<file path="config.mk">
export PLATFORM = sky130hd
export DESIGN_NAME = multicycle_cu
export DESIGN_NICKNAME = d
export VERILOG_FILES = /design/src/rtl/multicycle_pkg.sv /design/src/rtl/multicycle_decode.sv /design/src/rtl/multicycle_cu.sv
export SDC_FILE = /design/constraint.sdc
export NUM_CORES = 1
export LEC_CHECK = 0
export BUFFER_PORTS_ARGS = -buffer_cell sky130_fd_sc_hd__buf_2
export CORE_MARGIN = 3
export CORE_UTILIZATION = 54
export DETAILED_ROUTE_END_ITERATION = 10
export GPL_ROUTABILITY_DRIVEN = 1
export PLACE_DENSITY = 0.86
export SETUP_SLACK_MARGIN = 0.15
export SLEW_MARGIN = 20
export SYNTH_ARGS = -nofsm -noshare
export SYNTH_HDL_FRONTEND = slang
export SYNTH_SLANG_ARGS = --single-unit
</file>
<file path="constraint.sdc">
create_clock -name clk -period 6.67 [get_ports clk]
set_clock_uncertainty 0.2 [all_clocks]
set_input_delay 0.3335 -clock clk [delete_from_list [all_inputs] [get_ports clk]]
set_output_delay 0.3335 -clock clk [all_outputs]
set_load 0.01 [all_outputs]
</file>
<file path="src/rtl/multicycle_pkg.sv">
// Shared encodings for the multi-cycle RV32I control unit:
// opcodes, FSM states, instruction classes and mux select values.
package multicycle_pkg;

  localparam logic [6:0] OP_R      = 7'b0110011;
  localparam logic [6:0] OP_I      = 7'b0010011;
  localparam logic [6:0] OP_LOAD   = 7'b0000011;
  localparam logic [6:0] OP_STORE  = 7'b0100011;
  localparam logic [6:0] OP_BRANCH = 7'b1100011;
  localparam logic [6:0] OP_JAL    = 7'b1101111;
  localparam logic [6:0] OP_SYSTEM = 7'b1110011;

  typedef enum logic [2:0] {
    S_FETCH,
    S_DECODE,
    S_EXEC,
    S_MEM,
    S_WB,
    S_HALT
  } state_t;

  typedef enum logic [2:0] {
    C_R,
    C_I,
    C_LOAD,
    C_STORE,
    C_BRANCH,
    C_JAL,
    C_ECALL,
    C_ILLEGAL
  } cls_t;

  localparam logic [1:0] WB_DM  = 2'b00;
  localparam logic [1:0] WB_ALU = 2'b01;
  localparam logic [1:0] WB_SUM = 2'b10;

  localparam logic PC_SUM = 1'b0;
  localparam logic PC_ALU = 1'b1;

endpackage

</file>
<file path="src/rtl/multicycle_decode.sv">
// Opcode to instruction class, and class to operand/writeback selects.
module multicycle_decode
  import multicycle_pkg::*;
(
  input  logic [6:0] opcode,
  output logic [2:0] cls,
  input  logic [2:0] cur,
  output logic       op1_sel,
  output logic       op2_sel,
  output logic [1:0] wb_sel
);

  cls_t c;
  cls_t k;

  assign k   = cls_t'(cur);
  assign cls = c;

  always_comb begin
    c = C_ILLEGAL;
    unique case (1'b1)
      opcode == OP_R:      c = C_R;
      opcode == OP_I:      c = C_I;
      opcode == OP_LOAD:   c = C_LOAD;
      opcode == OP_STORE:  c = C_STORE;
      opcode == OP_BRANCH: c = C_BRANCH;
      opcode == OP_JAL:    c = C_JAL;
      opcode == OP_SYSTEM: c = C_ECALL;
      default:             c = C_ILLEGAL;
    endcase
  end

  always_comb begin
    op1_sel = 1'b1;
    op2_sel = 1'b1;
    wb_sel  = WB_ALU;
    unique case (k)
      C_R:      op2_sel = 1'b0;
      C_LOAD:   wb_sel  = WB_DM;
      C_BRANCH: op1_sel = 1'b0;
      C_JAL: begin
        op1_sel = 1'b0;
        wb_sel  = WB_SUM;
      end
      default: ;
    endcase
  end

endmodule

</file>
<file path="src/rtl/multicycle_cu.sv">
// Multi-cycle RV32I control unit: one FSM drives every datapath
// enable and select; adds stall, ECALL halt and a retire counter.
module multicycle_cu
  import multicycle_pkg::*;
#(
  parameter int XLEN  = 32,
  parameter int CNT_W = 32
) (
  input  logic             clk,
  input  logic             reset,
  input  logic [XLEN-1:0]  instr,
  input  logic             branch_taken,
  input  logic             stall,
  output logic             ir_wenable,
  output logic             pc_wenable,
  output logic             pc_sel,
  output logic             rf_wenable,
  output logic             dm_wenable,
  output logic [4:0]       rs1,
  output logic [4:0]       rs2,
  output logic [4:0]       rd,
  output logic [2:0]       func3,
  output logic             subsra,
  output logic             op1_sel,
  output logic             op2_sel,
  output logic [1:0]       wb_sel,
  output logic [4:0]       br_op,
  output logic             illegal,
  output logic             halted,
  output logic [CNT_W-1:0] retired
);

  state_t     state;
  state_t     next;
  cls_t       cls;
  cls_t       fetch_cls;
  logic [2:0] dec_cls;
  logic       dec_op1;
  logic       dec_op2;
  logic [1:0] dec_wb;
  logic       sel_on;
  logic       retire;
  logic       unused;

  assign unused    = ^{instr[XLEN-1:31], instr[29:25]};
  assign fetch_cls = cls_t'(dec_cls);

  multicycle_decode u_dec (
    .opcode  (instr[6:0]),
    .cls     (dec_cls),
    .cur     (cls),
    .op1_sel (dec_op1),
    .op2_sel (dec_op2),
    .wb_sel  (dec_wb)
  );

  always_comb begin
    next       = state;
    ir_wenable = 1'b0;
    pc_wenable = 1'b0;
    pc_sel     = PC_SUM;
    rf_wenable = 1'b0;
    dm_wenable = 1'b0;
    illegal    = 1'b0;
    retire     = 1'b0;
    sel_on     = 1'b0;
    unique case (state)
      S_FETCH: begin
        ir_wenable = 1'b1;
        next       = S_DECODE;
      end
      S_DECODE: begin
        if (cls == C_ECALL) begin
          retire = 1'b1;
          next   = S_HALT;
        end else if (cls == C_ILLEGAL) begin
          illegal    = 1'b1;
          pc_wenable = 1'b1;
          next       = S_FETCH;
        end else begin
          next = S_EXEC;
        end
      end
      S_EXEC: begin
        sel_on = 1'b1;
        if (cls == C_BRANCH) begin
          pc_wenable = 1'b1;
          pc_sel     = branch_taken;
          retire     = 1'b1;
          next       = S_FETCH;
        end else if (cls == C_LOAD || cls == C_STORE) begin
          next = S_MEM;
        end else begin
          next = S_WB;
        end
      end
      S_MEM: begin
        sel_on = 1'b1;
        if (cls == C_STORE) begin
          dm_wenable = 1'b1;
          pc_wenable = 1'b1;
          retire     = 1'b1;
          next       = S_FETCH;
        end else begin
          next = S_WB;
        end
      end
      S_WB: begin
        sel_on     = 1'b1;
        rf_wenable = 1'b1;
        pc_wenable = 1'b1;
        pc_sel     = (cls == C_JAL) ? PC_ALU : PC_SUM;
        retire     = 1'b1;
        next       = S_FETCH;
      end
      S_HALT: next = S_HALT;
      default: next = S_FETCH;
    endcase
    // a stalled cycle repeats later, so nothing may commit now
    if (stall || reset) begin
      ir_wenable = 1'b0;
      pc_wenable = 1'b0;
      rf_wenable = 1'b0;
      dm_wenable = 1'b0;
      illegal    = 1'b0;
      retire     = 1'b0;
    end
    if (reset) begin
      sel_on = 1'b0;
      pc_sel = PC_SUM;
    end
  end

  assign op1_sel = sel_on ? dec_op1 : 1'b0;
  assign op2_sel = sel_on ? dec_op2 : 1'b0;
  assign wb_sel  = sel_on ? dec_wb : WB_ALU;
  assign br_op   = (sel_on && cls == C_BRANCH) ? {2'b00, func3} : 5'd0;

  always_ff @(posedge clk) begin
    if (reset) begin
      state   <= S_FETCH;
      cls     <= C_ILLEGAL;
      rs1     <= '0;
      rs2     <= '0;
      rd      <= '0;
      func3   <= '0;
      subsra  <= 1'b0;
      halted  <= 1'b0;
      retired <= '0;
    end else if (!stall) begin
      state <= next;
      if (ir_wenable) begin
        cls    <= fetch_cls;
        rs1    <= instr[19:15];
        rs2    <= (fetch_cls == C_I || fetch_cls == C_LOAD) ?
                  5'd0 : instr[24:20];
        rd     <= (fetch_cls == C_STORE || fetch_cls == C_BRANCH) ?
                  5'd0 : instr[11:7];
        func3  <= instr[14:12];
        subsra <= (fetch_cls == C_R) && instr[30];
      end
      if (retire) retired <= retired + CNT_W'(1);
      if (next == S_HALT) halted <= 1'b1;
    end
  end

endmodule

</file>
==> impl_metrics.yaml <==
outcome:
  outcome: "complete, no violations"
worst_setup_path:
  cp.required_ps: 6730
  critical_path_class: "reg2reg"
  slowest_stage: "dfxtp_1"
  cp-start-kind: "flip-flop"
  arrival_ps: 2980
  slowest_delay_ps: 610
  path_cells: "or3b_1, a2111oi_4, o211ai_2, or4_1, a21oi_1"
  crit_path_end_kind: "flip-flop"
  cp_max_fo: 19
clock_tree:
  cts_root_buf: "clkbuf_8"
  cts.reportedPaths.clkPinSlew_ps: 70
  clock-sinks: 58
  htree_levels: 3
  cts_max_path_buffers: 2
  clk_latency_ps: 340
  ctsResizeCount: 0
  tritoncts: "done"
  cts_buffers: 9
power_and_ir_drop:
  sw_frac_of_total_pct: 23.79
  p_int_mw: 0.5958
  netSwitchingPower_mw: 0.1860
  irDropWorstVdd_mv: 0.1356
  power_leakage_nw: 1.550
  clkPwrFrac_pct: 44.7
  pwr_density_cell_mw_per_mm2: 212.1
  comb_power_share_pct: 8.6
  pwr-share-seq_pct: 46.7
die:
  ioPinCount: 103
  die_area_sq_mm: 0.006273
  row_count: 26
  die_x_um: 79.21
  die-height_um: 79.21
  fp.coreArea_sq_mm: 0.005140
  initial_utilization_pct: 56.30
grt:
  overflow: 0
  grt_pass1_wl_mm: 12.85
  grt_max_degree: 43
  antenna_found_initial: 0
  grt_pass1_vias: 2799
  track_usage_pct: 25.74
routing:
  drc: 0
  wire_per_inst_um: 14.52
  drt_iter0_drc: 133
  antenna_left: 0
  wirelength_mm: 7.611
  viasPerCell: 5.828
  dr.pass1.iters: 5
  num_vias: 3054
sta:
  slew_viol_final: 0
  period_minus_slack_ps: 2922
  finalCritPeriodShare_pct: 43.81
  rsz0062_at_grt: "false"
  setup_tns_ps: 0
  max_freq_ghz: 0.3422
  setup_viol: 0
  tightest_slew_ps: 770.6
  maxSlewHeadroom_pct: 48.63
  hold_viol_final: 0
synthesis:
  synth_edf_count: 0
  synth_async_sr_flop_share_pct: 0
  synth_seq_cells: 58
  avgSynthCellArea_sq_um: 8.198
  synthCells: 353
  seq_area_frac_synth_pct: 40.12
  synthDistinctLibCells: 57
  ys_warn_count: 0
  synth_area_sq_mm: 0.002894
  ys.flop_type: "dfxtp_1"
run:
  max-cap-violations: 0
cells_and_area:
  area_growth_pct: 27.37
  drive_above_1_share_pct: 26.87
  utilization_pct: 71.71
  nets: 486
  fillCellCount: 426
  diodes: 0
placement:
  port_buffers: 94
  gp_congestion: 0.7954
  dpl.hpwl_mm: 5.270
min_path:
  hold_path.class: "in2reg"
==> logic make-up after synthesis <==
family | after synthesis | synth area share [%]
compound gates | 104 | 24.47
xor+xnor | 4 | 1.211
fa+ha+maj | 1 | 0.4323
buf+inv | 41 | 5.923
flops | 58 | 40.12
mux | 4 | 1.427
other cells | 1 | 0.1296
simple gates | 140 | 26.29
==> power by group through the flow <==
stage               Sequential (mW)  Clock (mW)  Combinational, mW
global route                  0.366       0.368             0.0746
finish                        0.365       0.350             0.0671
detailed placement            0.372           0             0.0611
global placement              0.372           0             0.0594
floorplan                     0.373           0             0.0345
CTS                           0.365       0.353             0.0665
==> registers in the layout, summed over array words and instances, names as in the netlist <==
| signal | flops |
|---|---|
| rs1 | 5 |
| halted | 1 |
| state | 3 |
| cls | 3 |
| rs2 | 5 |
| retired | 32 |
| subsra | 1 |
| rd | 5 |
| func3 | 3 |
==> critical path: cells and delay by family (launching register included) <==
family	cells	cell delay, ps
compound gates	3	1090
simple gates	2	950
flops	1	610
==> layout by cell type (no fill, tap or decap), types with 6 or more instances in the layout <==
master / netlist / routed
nor2_1: 26 / 26
nand2_1: 37 / 37
o31ai_1: 16 / 16
dlygate4sd3_1: 0 / 12
a22o_1: 10 / 10
nor3_1: 6 / 6
dfxtp_1: 58 / 58
or3_1: 12 / 12
or4_1: 14 / 14
o21ai_0: 18 / 18
buf_2: 1 / 94
a21oi_1: 36 / 36
inv_1: 19 / 19
clkbuf_8: 0 / 9
nand3_1: 11 / 11
==> through the flow <==
step | instance area, sq um | instances | hold WS [ps] | worst slack [ps] | total power, mW
6_report | 3686 | 524 | 4.248 | 3748 | 0.7817
5_1_grt | 3686 | 524 | 20.67 | 3582 | 0.8093
4_1_cts | 3686 | 524 | 4.373 | 3758 | 0.7839
3_5_place_dp | 3356 | 496 | 252.0 | 3770 | 0.4328
3_3_place_gp | 3356 | 496 | 241.6 | 3817 | 0.4311
2_1_floorplan | 2898 | 354 | 242.1 | 4329 | 0.4077
==> final timing paths <==
kind | end | depth (start not counted) | startpoint | slack, ps
setup / recovery | retired[19] | 5 | state[1] | 3750
hold / removal | rs1[1] | 3 | instr[16] | 4
setup reg to reg | retired[19] | 5 | state[1] | 3750
hold reg to reg | halted | 2 | halted | 250
==> metal layers <==
metal  vias up  global-route usage (%)  part of all wire, %  wire length [um]
met4         0                   12.20                  2.3               172
met5         -                       0                    0                 0
met3        19                   7.483                  8.9               678
li1       1487                       -                    -                 -
met2       134                   42.59                   48              3633
met1      1414                   30.53                   41              3127
==> timing repair <==
item | 4_1_cts | 5_1_grt
endpoints found under the hold margin | 12 | 0
buffers inserted | 0 | 0
hold buffers | 12 | 0
==> cell type report <==
| cell class | count | area [sq um] | share of cell area [%] |
|---|---|---|---|
| Clock inverter | 5 | 78.83 | 2.138 |
| Sequential cell | 58 | 1161 | 31.50 |
| Tap cell | 70 | 87.58 | 2.376 |
| Multi-Input combinational cell | 255 | 1565 | 42.46 |
| Inverter | 19 | 71.32 | 1.935 |
| Timing Repair Buffer | 106 | 590.6 | 16.02 |
| Clock buffer | 11 | 131.4 | 3.564 |
==> synthesized netlist by cell type, drive strengths merged (2+ instances only) <==
master | instances | share of area [%]
a21oi | 37 | 6.5
nor4b | 3 | 0.91
o21bai | 2 | 0.52
a31oi | 2 | 0.43
nand2b | 4 | 0.86
nor3b | 2 | 0.52
inv | 19 | 2.5
a22o | 10 | 3.0
nor2b | 3 | 0.65
nand3 | 11 | 1.9
or3b | 2 | 0.61
nor3 | 6 | 1.0
nand2 | 37 | 4.8
xnor2 | 3 | 0.91
or3 | 13 | 3.0
and2 | 2 | 0.43
buf | 5 | 1.2
o31ai | 17 | 4.6
mux2i | 3 | 1.0
o211ai | 3 | 1.1
o2111ai | 2 | 0.82
nor4 | 5 | 1.1
o21a | 2 | 0.52
or4 | 14 | 3.6
o21ai | 19 | 3.4
nor2 | 26 | 3.4
o311ai | 2 | 0.61
o41ai | 2 | 0.61
or2 | 3 | 0.65
nand4 | 6 | 2.0
dfxtp | 58 | 40
clkbuf | 17 | 2.2
Note: power is estimated with default switching activity, not from simulation.
